**config.mk**
```make
export PLATFORM = sky130hd
export DESIGN_NAME = mem_port_arbiter
export DESIGN_NICKNAME = d
export VERILOG_FILES = /design/src/rtl/mem_port_arbiter_pkg.sv /design/src/rtl/mem_port_arbiter_arb_pick.sv /design/src/rtl/mem_port_arbiter.sv
export SDC_FILE = /design/constraint.sdc
export NUM_CORES = 1
export LEC_CHECK = 0
export BUFFER_PORTS_ARGS = -buffer_cell sky130_fd_sc_hd__buf_2
export CORE_AREA = 2 2 86 88
export CTS_CLUSTER_DIAMETER = 120
export DETAILED_ROUTE_END_ITERATION = 10
export DIE_AREA = 0 0 88 90
export HOLD_SLACK_MARGIN = 0.08
export PLACE_DENSITY = 0.8
export SLEW_MARGIN = 20
export SYNTH_ARGS = -nofsm -noshare
export SYNTH_HDL_FRONTEND = slang
export SYNTH_HIERARCHICAL = 1
export SYNTH_SLANG_ARGS = --single-unit
```
**constraint.sdc**
```tcl
create_clock -name clock -period 3.99 [get_ports clock]
set_input_delay 0.1995 -clock clock [delete_from_list [all_inputs] [get_ports clock]]
set_output_delay 0.1995 -clock clock [all_outputs]
set_load 0.02 [all_outputs]
```
**src/rtl/mem_port_arbiter_pkg.sv**
```systemverilog
// Shared widths, port indices and FSM encoding for the memory port arbiter.
package mem_port_arbiter_pkg;

   localparam int ADDR_W = 17;
   localparam int DATA_W = 32;

   localparam logic PORT_CPU = 1'b0;
   localparam logic PORT_IOP = 1'b1;

   typedef enum logic [1:0] {
      ST_IDLE  = 2'd0,
      ST_GRANT = 2'd1,
      ST_HOLD  = 2'd2
   } arb_state_t;

   function automatic logic other_port(input logic p);
      return ~p;
   endfunction

endpackage

```
**src/rtl/mem_port_arbiter_arb_pick.sv**
```systemverilog
// Winner select for a fresh arbitration from IDLE.
// MEM_ARB_ROUND_ROBIN_EN: ties go to the pointer port; else port 0 wins.
module arb_pick
   import mem_port_arbiter_pkg::*;
(
   input  logic i_req0,
   input  logic i_req1,
   input  logic i_ptr,
   output logic o_vld,
   output logic o_win
);

   assign o_vld = i_req0 | i_req1;

`ifdef MEM_ARB_ROUND_ROBIN_EN
   always_comb begin
      o_win = PORT_CPU;
      if (i_req0 && i_req1)
         o_win = i_ptr;
      else if (i_req1)
         o_win = PORT_IOP;
   end
`else
   logic w_unused_ptr;

   assign w_unused_ptr = i_ptr;

   always_comb begin
      o_win = PORT_CPU;
      if (i_req1 && !i_req0)
         o_win = PORT_IOP;
   end
`endif

endmodule

```
**src/rtl/mem_port_arbiter.sv**
```systemverilog
// Two-port single-memory arbiter with lock support for atomic sequences.
// Tie-break policy selected by MEM_ARB_ROUND_ROBIN_EN (see arb_pick).
module mem_port_arbiter #(
   parameter int ADDR_W = mem_port_arbiter_pkg::ADDR_W,
   parameter int DATA_W = mem_port_arbiter_pkg::DATA_W
) (
   input  logic                clock,
   input  logic                reset,
   input  logic                req0,
   input  logic                req1,
   input  logic                wr0,
   input  logic                wr1,
   input  logic                lock0,
   input  logic                lock1,
   input  logic [32-ADDR_W:31] addr0,
   input  logic [32-ADDR_W:31] addr1,
   input  logic [0:DATA_W-1]   wdata0,
   input  logic [0:DATA_W-1]   wdata1,
   output logic                ack0,
   output logic                ack1,
   output logic [0:DATA_W-1]   rdata,
   output logic [32-ADDR_W:31] mem_address,
   output logic                mem_write_en,
   output logic [0:DATA_W-1]   mem_wdata,
   input  logic [0:DATA_W-1]   mem_rdata,
   output logic                owner,
   output logic                locked
);

   import mem_port_arbiter_pkg::*;

   arb_state_t          r_state;
   logic                r_owner;
   logic                r_locked;
   logic                r_ack0;
   logic                r_ack1;
   logic                r_we;
   logic                r_ptr;
   logic [32-ADDR_W:31] r_addr;
   logic [0:DATA_W-1]   r_wdata;

   logic                w_pick_vld;
   logic                w_pick_win;
   logic                w_own_req;
   logic                w_own_lock;
   logic                w_go;
   logic                w_win;
   logic                w_win_wr;
   logic [32-ADDR_W:31] w_win_addr;
   logic [0:DATA_W-1]   w_win_wdata;

   arb_pick u_pick (
      .i_req0 (req0),
      .i_req1 (req1),
      .i_ptr  (r_ptr),
      .o_vld  (w_pick_vld),
      .o_win  (w_pick_win)
   );

   assign w_own_req  = r_owner ? req1  : req0;
   assign w_own_lock = r_owner ? lock1 : lock0;

   // While locked only the owner may be granted again.
   always_comb begin
      w_go  = w_pick_vld;
      w_win = w_pick_win;
      if (r_state == ST_HOLD) begin
         w_go  = w_own_req;
         w_win = r_owner;
      end
   end

   assign w_win_wr    = w_win ? wr1    : wr0;
   assign w_win_addr  = w_win ? addr1  : addr0;
   assign w_win_wdata = w_win ? wdata1 : wdata0;

   always_ff @(posedge clock) begin
      if (reset) begin
         r_state  <= ST_IDLE;
         r_owner  <= PORT_CPU;
         r_locked <= 1'b0;
         r_ack0   <= 1'b0;
         r_ack1   <= 1'b0;
         r_we     <= 1'b0;
         r_ptr    <= PORT_CPU;
         r_addr   <= '0;
         r_wdata  <= '0;
      end else begin
         r_ack0 <= 1'b0;
         r_ack1 <= 1'b0;
         r_we   <= 1'b0;
         unique case (r_state)
            ST_IDLE, ST_HOLD: begin
               if (w_go) begin
                  r_state <= ST_GRANT;
                  r_owner <= w_win;
                  r_ack0  <= (w_win == PORT_CPU);
                  r_ack1  <= (w_win == PORT_IOP);
                  r_we    <= w_win_wr;
                  r_addr  <= w_win_addr;
                  r_wdata <= w_win_wdata;
               end
            end
            ST_GRANT: begin
               r_ptr <= other_port(r_owner);
               if (w_own_lock) begin
                  r_locked <= 1'b1;
                  r_state  <= ST_HOLD;
               end else begin
                  r_locked <= 1'b0;
                  r_state  <= ST_IDLE;
               end
            end
            default: r_state <= ST_IDLE;
         endcase
      end
   end

   // Gating with reset kills the write and ack of an interrupted grant.
   assign ack0         = r_ack0 & ~reset;
   assign ack1         = r_ack1 & ~reset;
   assign mem_write_en = r_we & ~reset;
   assign mem_address  = r_addr;
   assign mem_wdata    = r_wdata;
   assign rdata        = mem_rdata;
   assign owner        = r_owner;
   assign locked       = r_locked;

endmodule

```
==> reports/qor.yml <==
placement:
  place_congestion: 0.8089
  port-buffer-count: 159
  dp_hpwl_microns: 5502
  pre_cts_slack_ps: 1789
drt:
  routed_wl_microns: 7619
  drt_pass_1_iters: 6
  route.detailed.vias_per_inst: 5.015
  drcViolationCount: 0
  drtIter0Drc: 106
  route.vias.total: 2748
  routed_length_per_instance_microns: 13.90
  detail-route-antenna-nets: 0
global_routing:
  grt_pass1_wl_microns: 11560
  grt_max_degree: 59
  grt_pass1_vias: 2480
  grt_antenna_before_repair: 0
  grt_remaining_overflow: 0
  global_route.usage.total_pct: 18.00
setup_path:
  critical_path_required_ps: 4200
  path_cells: "nand2b_1, mux2i_4, buf_4, nand2_1, a311oi_1"
  regToRegSetupSlack_ps: 1820
  worst_setup_path_end_kind: "register"
  regToRegStartpoint: "r_state[0]$_SDFFE_PP0P_"
  setup.worst_path.class: "register to register"
  crit_path_max_incr_delay_ps: 570
  r2r-end: "mem_address[19]$_SDFFE_PP0P_"
  worst_r2r_path_depth: 5
  timing.critical_path.arrival_ps: 2380
  crit_path_top_delay_cell: "sky130_fd_sc_hd__mux2i_4"
  path_max_fanout: 32
  worst_setup_path_startpoint: "r_state[0]$_SDFFE_PP0P_"
  cp-start-kind: "register"
timing:
  timing.final.ws_setup_ps: 1817
  timing.final.max_slew_violations: 0
  timing.setup.tns_ps: 0
  final_min_period_over_clock_period_pct: 54.45
  worstMarginPinSlew_ps: 1051
  finalSetupViolCount: 0
  timing.final.hold_violations: 0
  rsz_0062_raised_after_global_routing: "no"
  worst_slew_margin_rel_pct: 29.92
  timing.fmax_mhz: 460.3
  timing.final.crit_period_ps: 2173
  clock_skew_ps: 8.636
power:
  net-switching-power_mw: 0.4486
  vdd.ir_drop.worst_uv: 164.6
  p_leak_nw: 1.655
  combinationalPowerShare_pct: 26.6
  power.share.switching_pct: 32.02
  total_internal_power_mw: 0.9526
  p_clk_share_pct: 26.6
  seq_power_share_pct: 46.8
  powerDensity_nw_per_um2: 416.9
synthesis:
  netlist_area_sq_um: 2635
  synthesis_warning_total: 6
  synth_cells: 337
  syn_nets: 475
  postSynthAreaPerCell_sq_um: 7.819
floorplanning:
  fp.dieArea_sq_um: 7920
  placeableCoreArea_sq_um: 7020
  die_h_microns: 90
  floorplan.initialDensity_pct: 37.53
  io_pins: 224
  chipWidth_microns: 88
  floorplan.rows: 31
clocking:
  insertion_delay_ps: 310
  max-clock-path-buffers: 2
  cts_tree: "done"
  postCtsHoldBufs: 0
  clkSlewWorstSetupHoldPaths_ps: 100
  tritoncts_num_sinks: 56
  cts_made_buffers: 5
  postcts_setup_bufs: 0
  post_cts_resized: 0
  htreeDepth: 2
  ctsRootBufferMaster: "sky130_fd_sc_hd__clkbuf_8"
worst_hold_path:
  timing.hold.worst_endpoint: "r_we$_SDFF_PP0_"
  min_path_cells: 3
  hp-start: "wr0"
  min-delay-path-class: "input pin to register"
final_layout:
  fillerInstances: 700
  antenna_diode_count: 0
  layout-area-overhead-vs-synth_pct: 27.54
  nets: 586
  drive_above_1_share_pct: 38.75
status:
  outcome: "finished clean"
run:
  cap_violations: 0
[state kept, by name, summed over array words and instances, names as in the netlist]
name	flops
mem_wdata	32
mem_address	17
r_state	2
locked	1
owner	1
r_ack0	1
r_ack1	1
r_we	1
[final cells by class]
cell class,count,area (sq um),area share [%]
multi-input combinational,223,1186,35.29
sequential,56,1121,33.36
timing repair buffer,162,818.3,24.35
tap,99,123.9,3.686
clock buffer,5,68.82,2.048
clock inverter,3,42.54,1.266
[layer usage]
layer  share of wire (%)  GRT usage, %
met1                  39         19.72
met2                  50         31.12
met3                 6.7         3.857
met4                 4.5         10.51
met5                   0             0
[metrics by stage]
stage	utilization (%)	hold slack (ps)	cells	power (mW)	area [sq um]
after floorplan	-	293.7	337	0.9450	2635
after global placement	46.28	399.1	540	1.035	3249
after detailed placement	46.28	399.1	540	1.044	3249
after CTS	47.87	113.2	548	1.419	3361
after global routing	47.87	112.3	548	1.482	3361
final	47.87	121.8	548	1.401	3361
[power by group through the flow]
stage | sequential (mW) | combinational (mW) | clock [mW]
after CTS | 0.656 | 0.376 | 0.387
after floorplan | 0.740 | 0.205 | 0
after global routing | 0.664 | 0.409 | 0.409
final | 0.656 | 0.373 | 0.373
after detailed placement | 0.669 | 0.375 | 0
after global placement | 0.666 | 0.369 | 0
[critical path: cells and delay by family, from the launching register on]
| family | cells | cell delay [ps] |
|---|---|---|
| muxes | 1 | 570 |
| and+or+nand+nor | 2 | 330 |
| DFF | 1 | 440 |
| buffers and inverters | 1 | 420 |
| AOI/OAI and AO/OA | 1 | 290 |
[how the worst max path moves through the flow]
stage                              endpoint  slack [ps]  cells past startpoint
2_1_floorplan    mem_wdata[13]$_SDFFE_PP0P_        2300                      5
3_3_place_gp      mem_wdata[5]$_SDFFE_PP0P_        1910                      4
3_5_place_dp   mem_address[19]$_SDFFE_PP0P_        1790                      5
4_1_cts        mem_address[19]$_SDFFE_PP0P_        1770                      5
5_1_grt           mem_wdata[5]$_SDFFE_PP0P_        1590                      5
6_report       mem_address[19]$_SDFFE_PP0P_        1820                      5
[cells in the final DEF, fill, tap and decap left out]
cell and instances:
sky130_fd_sc_hd__mux2_2 2, sky130_fd_sc_hd__buf_4 3, sky130_fd_sc_hd__nand2_1 101, sky130_fd_sc_hd__nor2b_1 6
sky130_fd_sc_hd__a311oi_1 49, sky130_fd_sc_hd__clkinvlp_4 1, sky130_fd_sc_hd__nor3b_1 1, sky130_fd_sc_hd__clkinv_2 1
sky130_fd_sc_hd__a21boi_1 1, sky130_fd_sc_hd__and2_1 2, sky130_fd_sc_hd__nand2b_1 2, sky130_fd_sc_hd__clkbuf_8 5
sky130_fd_sc_hd__or2_1 1, sky130_fd_sc_hd__mux2i_4 1, sky130_fd_sc_hd__mux2i_1 2, sky130_fd_sc_hd__buf_2 159
sky130_fd_sc_hd__nand3b_1 1, sky130_fd_sc_hd__nor2_1 51, sky130_fd_sc_hd__dfxtp_1 56, sky130_fd_sc_hd__a211oi_4 1
sky130_fd_sc_hd__bufinv_16 1, sky130_fd_sc_hd__a21oi_1 2
Note: power is estimated with default switching activity, not from simulation.
